[src/rtl/i4004_bus_master.sv]
// MCS-4 style bus master: runs 8-phase frames (address out, opcode fetch, execute) on a 4-bit OR bus.
// Define MCS4_BUS_IO_CYCLES_EN to enable the WRR/RDR/SRC I/O cycles; without it only fetches run.
module i4004_bus_master (
    input  logic        clk,
    input  logic        rst,
    output logic        sync,
    output logic        cl_rom,
    output logic        cm_rom,
    input  logic [3:0]  dbus_in,
    output logic [3:0]  dbus_out,
    input  logic        req_valid,
    output logic        req_ready,
    input  logic [11:0] req_pc,
    input  logic [3:0]  req_acc,
    input  logic [7:0]  req_src,
    output logic        rsp_valid,
    output logic [7:0]  rsp_instr,
    output logic [3:0]  rsp_io,
    output logic        rsp_io_valid
);

    typedef enum logic {
        ST_IDLE = 1'b0,
        ST_RUN  = 1'b1
    } state_t;

    localparam logic [2:0] PH_A1 = 3'd0;
    localparam logic [2:0] PH_A2 = 3'd1;
    localparam logic [2:0] PH_A3 = 3'd2;
    localparam logic [2:0] PH_M1 = 3'd3;
    localparam logic [2:0] PH_M2 = 3'd4;
    localparam logic [2:0] PH_X1 = 3'd5;
    localparam logic [2:0] PH_X2 = 3'd6;
    localparam logic [2:0] PH_X3 = 3'd7;

    state_t      state_r;
    logic [2:0]  phase_r;
    logic [11:0] pc_r;
    logic [3:0]  acc_r;
    logic [7:0]  src_r;
    logic [3:0]  opr_r;
    logic [3:0]  opa_r;
    logic        cm_rom_r;
    logic        cl_rom_r;
    logic        rsp_valid_r;
    logic [7:0]  rsp_instr_r;
    logic [3:0]  rsp_io_r;
    logic        rsp_io_valid_r;

    logic        idle_or_x3_s;
    logic        accept_s;
    logic [3:0]  dbus_s;

    function automatic logic is_wrr(input logic [3:0] opr, input logic [3:0] opa);
        return (opr == 4'hE) && (opa == 4'h2);
    endfunction

    function automatic logic is_rdr(input logic [3:0] opr, input logic [3:0] opa);
        return (opr == 4'hE) && (opa == 4'hA);
    endfunction

    function automatic logic is_src(input logic [3:0] opr, input logic [3:0] opa);
        return (opr == 4'h2) && opa[0];
    endfunction

`ifndef MCS4_BUS_IO_CYCLES_EN
    // Accumulator and register-pair inputs only feed the I/O cycles.
    logic io_unused_s;
    assign io_unused_s = ^{req_acc, req_src, acc_r, src_r};
`endif

    // Frame boundary decode: sync parks the slaves at A1 and a new request may enter.
    always_comb begin
        idle_or_x3_s = (state_r == ST_IDLE) || (phase_r == PH_X3);
        accept_s     = req_valid && idle_or_x3_s;
    end

    // Bus drive decode from state, phase and the frame's latched request/opcode.
    always_comb begin
        dbus_s = 4'h0;
        if (state_r == ST_RUN) begin
            case (phase_r)
                PH_A1:   dbus_s = pc_r[3:0];
                PH_A2:   dbus_s = pc_r[7:4];
                PH_A3:   dbus_s = pc_r[11:8];
`ifdef MCS4_BUS_IO_CYCLES_EN
                PH_X2: begin
                    if (is_wrr(opr_r, opa_r)) begin
                        dbus_s = acc_r;
                    end else if (is_src(opr_r, opa_r)) begin
                        dbus_s = src_r[7:4];
                    end else begin
                        dbus_s = 4'h0;
                    end
                end
                PH_X3: begin
                    if (is_src(opr_r, opa_r)) begin
                        dbus_s = src_r[3:0];
                    end else begin
                        dbus_s = 4'h0;
                    end
                end
`endif
                default: dbus_s = 4'h0;
            endcase
        end else begin
            dbus_s = 4'h0;
        end
    end

    assign sync         = idle_or_x3_s;
    assign req_ready    = idle_or_x3_s;
    assign dbus_out     = dbus_s;
    assign cm_rom       = cm_rom_r;
    assign cl_rom       = cl_rom_r;
    assign rsp_valid    = rsp_valid_r;
    assign rsp_instr    = rsp_instr_r;
    assign rsp_io       = rsp_io_r;
    assign rsp_io_valid = rsp_io_valid_r;

    // Frame sequencer, request latch, opcode capture and registered strobes.
    always_ff @(posedge clk) begin
        if (rst) begin
            state_r        <= ST_IDLE;
            phase_r        <= PH_A1;
            pc_r           <= 12'h000;
            acc_r          <= 4'h0;
            src_r          <= 8'h00;
            opr_r          <= 4'h0;
            opa_r          <= 4'h0;
            cm_rom_r       <= 1'b0;
            cl_rom_r       <= 1'b1;
            rsp_valid_r    <= 1'b0;
            rsp_instr_r    <= 8'h00;
            rsp_io_r       <= 4'h0;
            rsp_io_valid_r <= 1'b0;
        end else begin
            cl_rom_r    <= 1'b0;
            cm_rom_r    <= 1'b0;
            rsp_valid_r <= 1'b0;
            if (accept_s) begin
                pc_r  <= req_pc;
                acc_r <= req_acc;
                src_r <= req_src;
            end
            case (state_r)
                ST_IDLE: begin
                    phase_r <= PH_A1;
                    if (accept_s) begin
                        state_r <= ST_RUN;
                    end
                end
                ST_RUN: begin
                    case (phase_r)
                        PH_M1: begin
                            opr_r <= dbus_in;
`ifdef MCS4_BUS_IO_CYCLES_EN
                            cm_rom_r <= (dbus_in == 4'hE);
`endif
                        end
                        PH_M2: opa_r <= dbus_in;
`ifdef MCS4_BUS_IO_CYCLES_EN
                        PH_X1: cm_rom_r <= is_src(opr_r, opa_r);
`endif
                        PH_X2: begin
                            rsp_valid_r <= 1'b1;
                            rsp_instr_r <= {opr_r, opa_r};
`ifdef MCS4_BUS_IO_CYCLES_EN
                            rsp_io_valid_r <= is_rdr(opr_r, opa_r);
                            if (is_rdr(opr_r, opa_r)) begin
                                rsp_io_r <= dbus_in;
                            end
`else
                            rsp_io_valid_r <= 1'b0;
`endif
                        end
                        default: ;
                    endcase
                    // X3 either chains straight into the next frame or drops to idle.
                    if (phase_r == PH_X3) begin
                        phase_r <= PH_A1;
                        if (!accept_s) begin
                            state_r <= ST_IDLE;
                        end
                    end else begin
                        phase_r <= phase_r + 3'd1;
                    end
                end
                default: begin
                    state_r <= ST_IDLE;
                    phase_r <= PH_A1;
                end
            endcase
        end
    end

endmodule

[config.mk]
export PLATFORM = sky130hd
export DESIGN_NAME = i4004_bus_master
export DESIGN_NICKNAME = d
export VERILOG_FILES = /design/src/rtl/i4004_bus_master.sv
export SDC_FILE = /design/constraint.sdc
export NUM_CORES = 1
export LEC_CHECK = 0
export ABC_AREA = 1
export CORE_MARGIN = 2
export CORE_UTILIZATION = 48
export DETAILED_ROUTE_END_ITERATION = 10
export PLACE_DENSITY_LB_ADDON = 0.05
export SLEW_MARGIN = 15
export SYNTH_ARGS = -nofsm -noshare
export SYNTH_HDL_FRONTEND = slang
export SYNTH_SLANG_ARGS = --single-unit
[constraint.sdc]
create_clock -name clk -period 2.8 [get_ports clk]
set_clock_uncertainty 0.05 [all_clocks]
set_input_delay 0.42 -clock clk [delete_from_list [all_inputs] [get_ports clk]]
set_output_delay 0.42 -clock clk [all_outputs]
set_load 0.01 [all_outputs]
==> out/results.tsv <==
metric	value	unit
antenna violations before repair	0	
Final nets	279	
I/O pins	53	
register area share after synthesis	43.9	%
status	complete, no violations	
DR vias	1388	
Ys Warns	0	
setup ws final	318	ps
area leader, netlist	dfxtp_1	
PostCTS Resize Cnt	0	
Hold/Removal Path Class	register to register	
Static Leak	0.000851	uW
internal power	740	uW
Startpoint Class	register	
RePlAce Congestion	0.765	
first-pass GRT wire length	5200	um
crit-path max cell delay	520	ps
Layout fillers	296	
CP Capture Type	output pin	
Flop pwr share	52.3	%
Setup Crit Path Kind	register to output pin	
clock buffer depth	2	
Detail Placement HPWL	2370	um
wire per inst	11.3	um
diodes inserted	0	
CP arrival	2010	ps
Residual DRC	0	
htree depth	2	
clock sinks	34	
f_max	403	MHz
Setup TNS	0	ps
final setup fails	0	
full die area	3700	um^2
crit path cell chain	inv_1 -> ha_1 -> nand3_1 -> nand3_1 -> nand2_1 -> inv_1 -> clkdlybuf4s50_1	
Place WS	693	ps
initial DRC count	45	
multi-input combinational cell area	679	um^2
CTS tree	built	
Synth top area share	43.9	%
worst skew pair latency	350	ps
ratio of final minimum period to clock period	88.7	%
Mapped Cells	210	
Core Box Area	3050	um^2
die height	60.9	um
Routed Antenna Nets	0	
maximum VDD drop	0.349	mV
pwr dens	500	nW/um^2
total wire length	3230	um
Post-Synthesis Cell Area	1550	um^2
CTS Buf Count	5	
max_cap viols	0	
combinational share of power	11.9	%
Slew Limit Fails	0	
Root Buffer	clkbuf_4	
clock-pin slew on the worst setup and hold paths	110	ps
slew margin rel.	64.2	%
Syn Area/Cell	7.39	um^2
top cells by area, synth	dfxtp_1, nand3_1, nor2_1, nand2_1, buf_4	
share of cells above drive strength 1	7.41	%
sw frac	24.3	%
row cnt	20	
gr usage total	19.6	%
Least-Margin Pin Slew	537	ps
area grow syn2layout	25.9	%
Via-to-Cell Ratio	4.84	
Sw Pwr	237	uW
largest net degree at the start of global routing	18	
Yosys reg bits	34	
vias in the first global route	1228	
Die W	60.9	um
Final Hold Fails	0	
RSZ-0062 raised after global routing	no	
gr ovfl total	0	
peak fanout along the critical path	9	
Final min period	2480	ps
clock share of power	35.8	%
DRT Pass-1 Iters	4	
Initial Util	50.8	%
setup bufs post-CTS	0	
port bufs	34	
Netlist cell types	19	
Reg area	681	um^2
cts-stage hold buffer count	0	
CP Data Required Time	2330	ps
Crit-path slowest cell	clkdlybuf4s50_1	
[state kept, by name, indices dropped and copies added (netlist names)]
| signal | count |
|---|---|
| pc_r | 12 |
| rsp_instr | 8 |
| opr_r | 4 |
| rsp_valid | 1 |
| state_r | 1 |
| phase_r | 3 |
| cl_rom | 1 |
| opa_r | 4 |
[cell type report]
class | count | share of cell area (%)
Sequential cell | 34 | 34.8
Multi-Input combinational cell | 139 | 34.8
Timing Repair Buffer | 38 | 19.0
Inverter | 24 | 4.61
Tap cell | 44 | 2.82
Clock inverter | 3 | 2.05
Clock buffer | 5 | 1.92
[critical path: cells and delay by family (launching register included)]
family | cells | cell delay, ps
buffers and inverters | 3 | 670
adders and majority gates | 1 | 370
DFF | 1 | 360
and+or+nand+nor | 3 | 260
[worst paths after layout]
kind | from | end | slack [ps] | cells past startpoint
worst max-delay path | phase_r[0] | dbus_out[0] | 320 | 7
worst min register to register | rsp_instr[5] | rsp_instr[5] | 420 | 2
worst max register to register | phase_r[0] | pc_r[8] | 1180 | 6
worst min-delay path | rsp_instr[5] | rsp_instr[5] | 420 | 2
[stage by stage]
step                      hold slack (ps)  cells  util [%]  area (um^2)  total power, uW
after floorplan                       383    215         -         1570              595
after global placement                398    279      61.4         1880              635
after detailed placement              404    279      61.4         1880              638
after CTS                             418    287      64.0         1950              983
after global routing                  443    287      64.0         1950             1020
final                                 416    287      64.0         1950              977
[routing by layer]
layer	vias to the layer above	track usage (%)	wire length [um]
li1	728	-	-
met1	614	22.4	1450
met2	38	33.8	1550
met3	8	5.12	165
met4	0	9.32	64
met5	-	0	0
[power by group through the flow]
stage	logic (uW)	clock network, uW	registers (uW)
3_5_place_dp	116	0	522
3_3_place_gp	114	0	522
5_1_grt	130	373	513
4_1_cts	117	356	511
2_1_floorplan	76.4	0	519
6_report	116	350	511
[kinds of logic after synthesis]
family | Yosys count | share of synthesized area (%)
AND/OR/NAND/NOR | 109 | 31.5
buffers and inverters | 42 | 13.5
flip-flops | 34 | 43.9
AO/OA/AOI/OAI | 18 | 6.05
adder cells (fa/ha/maj) | 6 | 4.84
other | 1 | 0.242
[synth_stat cells]
cell type and n:
nand2_1 28, o21ai_0 4, ha_1 6, nand4_1 12, dfxtp_1 34, buf_2 3
a21oi_2 1, buf_4 11, nor2_1 36, nand3_2 1, clkbuf_1 2, conb_1 1
nand3_1 30, a21oi_1 13, inv_1 22, nand2_2 2, inv_2 2, buf_6 1
buf_1 1
[cell usage in the layout (no fill, tap or decap), drive strengths merged]
master and count:
buf 4, ha 6, o21ai 4, nand2 30, clkdlybuf4s50 34, dfxtp 34
a21oi 14, clkbuf 5, inv 24, conb 6, bufinv 1, clkinv 2
nor2 36, nand3 31, nand4 12
Power figures use the tool's default switching activity.
